===== src/rtl/grp_sum_pkg.sv =====
// grp_sum_pkg
//   Shared types, width helpers and constants for the group-sum accumulator
//   family (grp_sum_acc, grp_lane_sum and sibling DUTs).
//   - ovf_mode_e    : overflow handling mode (wrap or saturate)
//   - sum_w()       : width of an N-lane unsigned sum with no loss
//   - cnt_w()       : width of a beat counter that can hold 0..grp
//   - CNT_W_DEFAULT : o_cnt width for the default group size
package grp_sum_pkg;

  typedef enum logic {
    OVF_WRAP = 1'b0,
    OVF_SAT  = 1'b1
  } ovf_mode_e;

  localparam int unsigned GRP_DEFAULT   = 32'd3;
  localparam int unsigned CNT_W_DEFAULT = $clog2(GRP_DEFAULT + 32'd1);

  // Lossless width of the sum of n_lane unsigned values of iw bits each.
  function automatic int unsigned sum_w(input int unsigned n_lane,
                                        input int unsigned iw);
    return iw + $clog2(n_lane);
  endfunction

  // Width of a counter able to hold every value 0..grp inclusive.
  function automatic int unsigned cnt_w(input int unsigned grp);
    return $clog2(grp + 32'd1);
  endfunction

endpackage


===== src/rtl/grp_lane_sum.sv =====
// grp_lane_sum
//   Purely combinational unsigned sum of N_LANE lanes of IW bits each.
//   The result is wide enough that no carry is ever lost.
//   Ports:
//     data_i : [N_LANE][IW] lane values
//     sum_o  : SUM_W-bit sum of all lanes
module grp_lane_sum
  import grp_sum_pkg::*;
#(
  parameter  int unsigned N_LANE = 32'd2,
  parameter  int unsigned IW     = 32'd4,
  localparam int unsigned SUM_W  = sum_w(N_LANE, IW)
) (
  input  logic [N_LANE-1:0][IW-1:0] data_i,
  output logic [SUM_W-1:0]          sum_o
);

  // Add every lane, each zero-extended to the full result width.
  always_comb begin
    sum_o = '0;
    for (int k = 0; k < int'(N_LANE); k++) begin
      sum_o = sum_o + SUM_W'(data_i[k]);
    end
  end

endmodule


===== src/rtl/grp_sum_acc.sv =====
// grp_sum_acc
//   Sums N_LANE unsigned lanes per accepted beat and accumulates the sums over
//   a group of GRP beats (or fewer when i_last closes the group early). The
//   group total, its beat count and an overflow flag are presented on a
//   valid/ready output register with backpressure.
//   Ports:
//     clk, rst            : clock, synchronous active-high reset
//     i_valid/i_ready     : input beat handshake (i_ready combinational from o_ready)
//     i_data              : [N_LANE][IW] lane values
//     i_last              : accepted beat closes the group early
//     o_valid/o_ready     : group result handshake
//     o_data              : OW-bit group total
//     o_cnt               : number of beats in the reported group (1..GRP)
//     o_ovf               : total overflowed OW bits during the group
module grp_sum_acc
  import grp_sum_pkg::*;
#(
  parameter  int unsigned N_LANE = 32'd2,
  parameter  int unsigned IW     = 32'd4,
  parameter  int unsigned GRP    = 32'd3,
  parameter  int unsigned OW     = 32'd7,
  parameter  bit          SAT    = 1'b0,
  localparam int unsigned CNT_W  = cnt_w(GRP)
) (
  input  logic                      clk,
  input  logic                      rst,
  input  logic                      i_valid,
  output logic                      i_ready,
  input  logic [N_LANE-1:0][IW-1:0] i_data,
  input  logic                      i_last,
  output logic                      o_valid,
  input  logic                      o_ready,
  output logic [OW-1:0]             o_data,
  output logic [CNT_W-1:0]          o_cnt,
  output logic                      o_ovf
);

  localparam int unsigned SUM_W = sum_w(N_LANE, IW);
  localparam ovf_mode_e   MODE  = SAT ? OVF_SAT : OVF_WRAP;

  logic [SUM_W-1:0] beat_sum_s;
  logic [OW-1:0]    base_s;
  logic [OW:0]      sum_ext_s;
  logic [OW-1:0]    acc_new_s;
  logic             ovf_new_s;
  logic             first_s;
  logic             acc_fire_s;
  logic             out_fire_s;
  logic             complete_s;

  logic [CNT_W-1:0] cnt_q, cnt_d;
  logic [OW-1:0]    acc_q, acc_d;
  logic             ovf_q, ovf_d;
  logic             o_valid_q, o_valid_d;
  logic [OW-1:0]    o_data_q, o_data_d;
  logic [CNT_W-1:0] o_cnt_q, o_cnt_d;
  logic             o_ovf_q, o_ovf_d;

  grp_lane_sum #(
    .N_LANE (N_LANE),
    .IW     (IW)
  ) u_lane_sum (
    .data_i (i_data),
    .sum_o  (beat_sum_s)
  );

  // A new beat may enter whenever the output slot is free or being drained
  // in this same cycle; held low during reset.
  assign i_ready    = !rst && (!o_valid_q || o_ready);
  assign acc_fire_s = i_valid && i_ready;
  assign out_fire_s = o_valid_q && o_ready;
  assign complete_s = acc_fire_s && ((cnt_q == CNT_W'(GRP - 32'd1)) || i_last);

  // Accumulate this beat onto the running total with one spare carry bit.
  // The first beat of a group starts from zero rather than the old acc.
  always_comb begin
    first_s   = (cnt_q == '0);
    base_s    = first_s ? '0 : acc_q;
    sum_ext_s = {1'b0, base_s} + (OW + 32'd1)'(beat_sum_s);
    if (sum_ext_s[OW] && (MODE == OVF_SAT)) begin
      acc_new_s = '1;
    end else begin
      acc_new_s = sum_ext_s[OW-1:0];
    end
    ovf_new_s = (first_s ? 1'b0 : ovf_q) | sum_ext_s[OW];
  end

  // Next-state for accumulator and output register; both move on the same
  // edge so a completing beat can overwrite a result being drained.
  always_comb begin
    cnt_d     = cnt_q;
    acc_d     = acc_q;
    ovf_d     = ovf_q;
    o_valid_d = o_valid_q;
    o_data_d  = o_data_q;
    o_cnt_d   = o_cnt_q;
    o_ovf_d   = o_ovf_q;
    if (complete_s) begin
      cnt_d     = '0;
      acc_d     = '0;
      ovf_d     = 1'b0;
      o_valid_d = 1'b1;
      o_data_d  = acc_new_s;
      o_cnt_d   = cnt_q + CNT_W'(1);
      o_ovf_d   = ovf_new_s;
    end else begin
      if (acc_fire_s) begin
        cnt_d = cnt_q + CNT_W'(1);
        acc_d = acc_new_s;
        ovf_d = ovf_new_s;
      end else begin
        cnt_d = cnt_q;
      end
      if (out_fire_s) begin
        o_valid_d = 1'b0;
      end else begin
        o_valid_d = o_valid_q;
      end
    end
  end

  // State registers with synchronous reset.
  always_ff @(posedge clk) begin
    if (rst) begin
      cnt_q     <= '0;
      acc_q     <= '0;
      ovf_q     <= 1'b0;
      o_valid_q <= 1'b0;
      o_data_q  <= '0;
      o_cnt_q   <= '0;
      o_ovf_q   <= 1'b0;
    end else begin
      cnt_q     <= cnt_d;
      acc_q     <= acc_d;
      ovf_q     <= ovf_d;
      o_valid_q <= o_valid_d;
      o_data_q  <= o_data_d;
      o_cnt_q   <= o_cnt_d;
      o_ovf_q   <= o_ovf_d;
    end
  end

  assign o_valid = o_valid_q;
  assign o_data  = o_data_q;
  assign o_cnt   = o_cnt_q;
  assign o_ovf   = o_ovf_q;

endmodule


===== config.mk =====
export PLATFORM = sky130hd
export DESIGN_NAME = grp_sum_acc
export DESIGN_NICKNAME = d
export VERILOG_FILES = /design/src/rtl/grp_sum_pkg.sv /design/src/rtl/grp_lane_sum.sv /design/src/rtl/grp_sum_acc.sv
export SDC_FILE = /design/constraint.sdc
export NUM_CORES = 1
export LEC_CHECK = 0
export BUFFER_PORTS_ARGS = -buffer_cell sky130_fd_sc_hd__buf_2
export CAP_MARGIN = 15
export CORE_MARGIN = 10
export CORE_UTILIZATION = 50
export DETAILED_ROUTE_END_ITERATION = 7
export MAX_ROUTING_LAYER = met4
export PLACE_DENSITY = 0.73
export SYNTH_ARGS = -nofsm -noshare
export SYNTH_HDL_FRONTEND = slang
export SYNTH_SLANG_ARGS = --single-unit

===== constraint.sdc =====
create_clock -name clk -period 2.9 [get_ports clk]
set_input_delay 0.29 -clock clk [delete_from_list [all_inputs] [get_ports clk]]
set_output_delay 0.29 -clock clk [all_outputs]
set_load 0.1 [all_outputs]

Yosys cells after proc, flatten, opt, wreduce, memory -nomap -nowiden
Index checks and enable logic that the tools add are counted.
Widths: inputs -> output; s select.

word-level totals
  logic and storage cells = 27
  flip-flop bits (word level) = 21
  output and inout bits = 12
  input bits = 13

operators by class
  add/sub/neg operators = 3
  bitwise logic cells = 1
  mux-type cells = 4
  reductions and logical operators = 11
  equality and inequality tests = 1

operators by type and width
  cell                 number
  $add 7x5->8          1
  $mux 7               1
  $add 4x4->5          1
  $logic_and 1x1->1    4
  $mux 1               3
  $add 2x1->2 const B  1
  $eq 2x2->1 const B   1
  $logic_not 1->1      2
  $logic_not 2->1      1
  $logic_or 1x1->1     2
  $reduce_bool 2->1    1
  $reduce_or 2->1      1
  $or 1x1->1           1

Logic depth before layout (Yosys ltp)
  word-level depth = 6
  mapped depth = 12
  gate-level depth less buffers = 11

Hierarchy
A second synthesis with hierarchy kept.

second synthesis, totals
  cells, all modules = 158
  area total of the unflattened synthesis = 1296.2 um^2

by module, submodules not included
  module        times used  cells an instance  area an instance (um^2)
  grp_sum_acc   1           142                1159.9
  grp_lane_sum  1           16                 136.4

Worst setup path before layout
Ideal clock, no wire load.

  path kind = reg-to-reg
  start = register cnt_q[0]
  end = register o_data_q[5] (netlist: o_data[5])
  required time = 2.808 ns
  arrival = 2.454 ns
  buffers on the path = 1
  library setup time = 0.092 ns
  setup slack = 0.354 ns
  cell stages (with the launch flop) = 13
  cells stage by stage = dfxtp_1 inv_1 ha_1 buf_4 nor2b_1 fa_1 ha_1 inv_1 fa_1 nor2b_1 o21ai_0 and3_1 o32ai_1

on the way
  cells in the longest elaborated chain, start to end = 3
  elaborated cells on any way between the ends = 6
  those cells by class = 1 x add/sub; 1 x eq/ne; 1 x mux; 3 x reduce/logical

RTL lines
  item                                              line                                  text
  start: declaration                                grp_sum_acc.sv:51                     logic [CNT_W-1:0] cnt_q, cnt_d;
  start signal: assignment                          grp_sum_acc.sv:133                    cnt_q <= cnt_d;
  $logic_not 2->1 or $eq 2x2->1 (tied branches)     grp_sum_acc.sv:77, grp_sum_acc.sv:72
  $mux 7 or $logic_or 1x1->1 (tied branches)        grp_sum_acc.sv:78, grp_sum_acc.sv:72
  $add 7x5->8 or $logic_and 1x1->1 (tied branches)  grp_sum_acc.sv:79, grp_sum_acc.sv:72
  end signal: assignment                            grp_sum_acc.sv:137                    o_data_q <= o_data_d;
  end: declaration                                  grp_sum_acc.sv:55                     logic [OW-1:0] o_data_q, o_data_d;

Parallel ways exist; a longest one is shown, timed or not.
A chain may end at the register's enable or synchronous reset.

Final worst setup path
Same ends and word-level chain as after synthesis.

==> results.cfg <==
[critical_path]
cp_max_fo = 10
end_kind = flip-flop
start_kind = flip-flop
cp.required_ns = 3.11
critPathArrivalTime_ns = 2.94
rr_worst_depth = 11
path_class = flip-flop to flip-flop

[floorplanning]
pin_count = 25
die_area_um2 = 4790
core_um2 = 2250
rows = 17
die_w_um = 69.2
start_util_pct = 53.8
die_height_um = 69.2

[global_route]
grt_util_all_layers_pct = 12.0
grt_overflow = 0
grt_pass1_wl_mm = 4.84
grt_max_degree = 19
antenna_found_initial = 0
grt_pass1_vias = 1018

[sta]
relSlewSlack_pct = 45.1
rsz0062_at_grt = false
period_share_pct = 94.2
slew_violations = 0
worst_pin_slew_ns = 0.820
clock-skew-final_ns = 0.00226
clock.fmax_mhz = 366
setup_viol = 0
holdWs_ns = 0.335
period_needed_ns = 2.73
hold_viol_final = 0

[run]
cap_violations = 0

[status]
status = finished, final reports clean

[drt]
routed_wl_mm = 2.88
first_iter_violations = 90
vias = 1035
remaining_drc_errors = 0
wire_per_inst_um = 15.2
viasPerCell = 5.45
first_pass_iters = 4
drtAntennaViolNets = 0

[synthesis]
synthesis.instances = 138
yosysMostFrequentCell = dfxtp_1
mappedNetlistArea_um2 = 1210
ys_top_cells_by_count = dfxtp_1 (21), nand2_1 (20), a21oi_1 (9)
ys_types = 39
synth.largest_area_cell = dfxtp_1
synth-edff-count = 0
ys_ff_latch = 21
ys_dominant_reg_cell = dfxtp_1
synth_area_leaders = dfxtp_1 (35%), fa_1 (8.3%), ha_1 (6.2%), nand2_1 (6.2%), nand3b_1 (5.0%)
synth_top_cell_area_share_pct = 34.7
synth_async_sr_flop_share_pct = 0
synth_nets = 162
synth_warnings = 0
synth_seq_area_share_pct = 34.7
postSynthAreaPerCell_um2 = 8.79

[layout]
drive_above_1_share_pct = 21.0
n_fill_cell = 199
area_delta_synth_final_pct = 13.9
final_nets = 187
antenna_cells = 0

[clock_network]
clk_latency_ns = 0.30
clockBufferDepth = 2
htreeDepth = 1
cts_root_buf = clkbuf_4
cts_buffers = 3
clock_sinks = 21
cts_setup_buffers = 0
clk_pin_slew_ns = 0.12
tritoncts = done

[power_and_ir_drop]
vdd_drop_max_mv = 0.251
netSwitchingPower_mw = 0.226
finalPower_mw = 0.633
power_frac_clock_pct = 22.7
p_sw_share_pct = 35.7
p_leak_nw = 0.584
power.density_nw_per_um2 = 459
seq_power_share_pct = 48.6
p_int_mw = 0.407
combPwrFrac_pct = 28.8

[hold_path]
hold_class = primary input to flip-flop
holdPathStages = 2

[place]
place.port_buffers = 24
dpl.hpwl_mm = 2.19
gp_routability_congestion = 0.880
area by class of cell:
class                   instances  area, um^2  area share [%]
multi-input cells             104         742            53.7
flip-flops and latches         21         420            30.4
repair buffers                 25         128            9.24
well taps                      28        35.0            2.54
inverters                       8        30.0            2.17
clock buffers                   4        26.3            1.90
cells in the final DEF (no fill, tap or decap), types with 2 or more instances in the layout:
master and n:
o21ai_0 4, buf_2 24, dfxtp_1 21, clkbuf_4 3, o31ai_1 2, a21oi_1 9, nand3_1 6, nor2b_1 7
ha_1 5, nand2b_1 2, and3_1 2, a211oi_1 2, nand3b_1 8, xnor2_1 3, nor3_1 2, nor2_1 7
inv_1 8, nand2_1 20, fa_1 5
worst max-delay path, stage by stage (launching register included):
cell and delay, ns:
dfxtp_1 0.35, inv_1 0.12, ha_4 0.22, nor2b_1 0.07, fa_1 0.49, ha_1 0.20
inv_1 0.06, fa_1 0.39, nor2b_1 0.18, o21ai_1 0.14, and3_1 0.20, o32ai_1 0.22
path summary, 6_finish.rpt:
check                              from                      to  slack (ns)
setup reg to reg  cnt_q[0]$_SDFFE_PP0P_  o_data[5]$_SDFFE_PP0P_        0.17
hold / removal                      rst  o_data[3]$_SDFFE_PP0P_        0.33
hold reg to reg   acc_q[4]$_SDFFE_PP0P_   acc_q[4]$_SDFFE_PP0P_        0.46
setup / recovery  cnt_q[0]$_SDFFE_PP0P_  o_data[5]$_SDFFE_PP0P_        0.17
power by group through the flow:
stage	Combinational, mW	Clock (mW)	Sequential (mW)
6_report	0.182	0.144	0.308
5_1_grt	0.197	0.162	0.309
4_1_cts	0.179	0.151	0.308
3_5_place_dp	0.178	0	0.314
3_3_place_gp	0.175	0	0.313
2_1_floorplan	0.0820	0	0.370
cells by family after synthesis:
group                    share of synthesized area, %
AND/OR/NAND/NOR                                  27.6
AO/OA/AOI/OAI                                    14.8
flip-flops                                       34.7
buffers and inverters                            5.16
adder cells (fa/ha/maj)                          14.4
XOR/XNOR                                         2.17
multiplexers                                     1.24
metal layers:
layer | routed length (um) | global-route usage, %
met5 | 0 | -
met3 | 158 | 3.00
met4 | 29 | 3.77
met2 | 1340 | 18.0
met1 | 1360 | 15.2
state kept, by name, indices dropped and copies added (netlist names):
| register | count |
|---|---|
| acc_q | 7 |
| o_cnt | 2 |
| ovf_q | 1 |
| cnt_q | 2 |
| o_valid | 1 |
| o_ovf | 1 |
| o_data | 7 |
per-stage QoR:
stage / instance area (um^2) / worst slack, ns / std cells / util (%) / TNS [ns]
floorplan: 1210 / 0.354 / 138 / - / 0
global placement: 1340 / 0.152 / 186 / 59.5 / 0
detailed placement: 1340 / -0.00509 / 186 / 59.5 / -0.00509
CTS: 1370 / 0.0860 / 190 / 60.8 / 0
global route: 1380 / 0.0413 / 190 / 61.3 / 0
finish: 1380 / 0.168 / 190 / 61.3 / 0
what timing repair did:
action / CTS / global route
gates resized for setup: 1 / 2
hold buffers: 0 / 0
setup endpoints to repair: 1 / 2
Note: power is estimated with default switching activity, not from simulation.
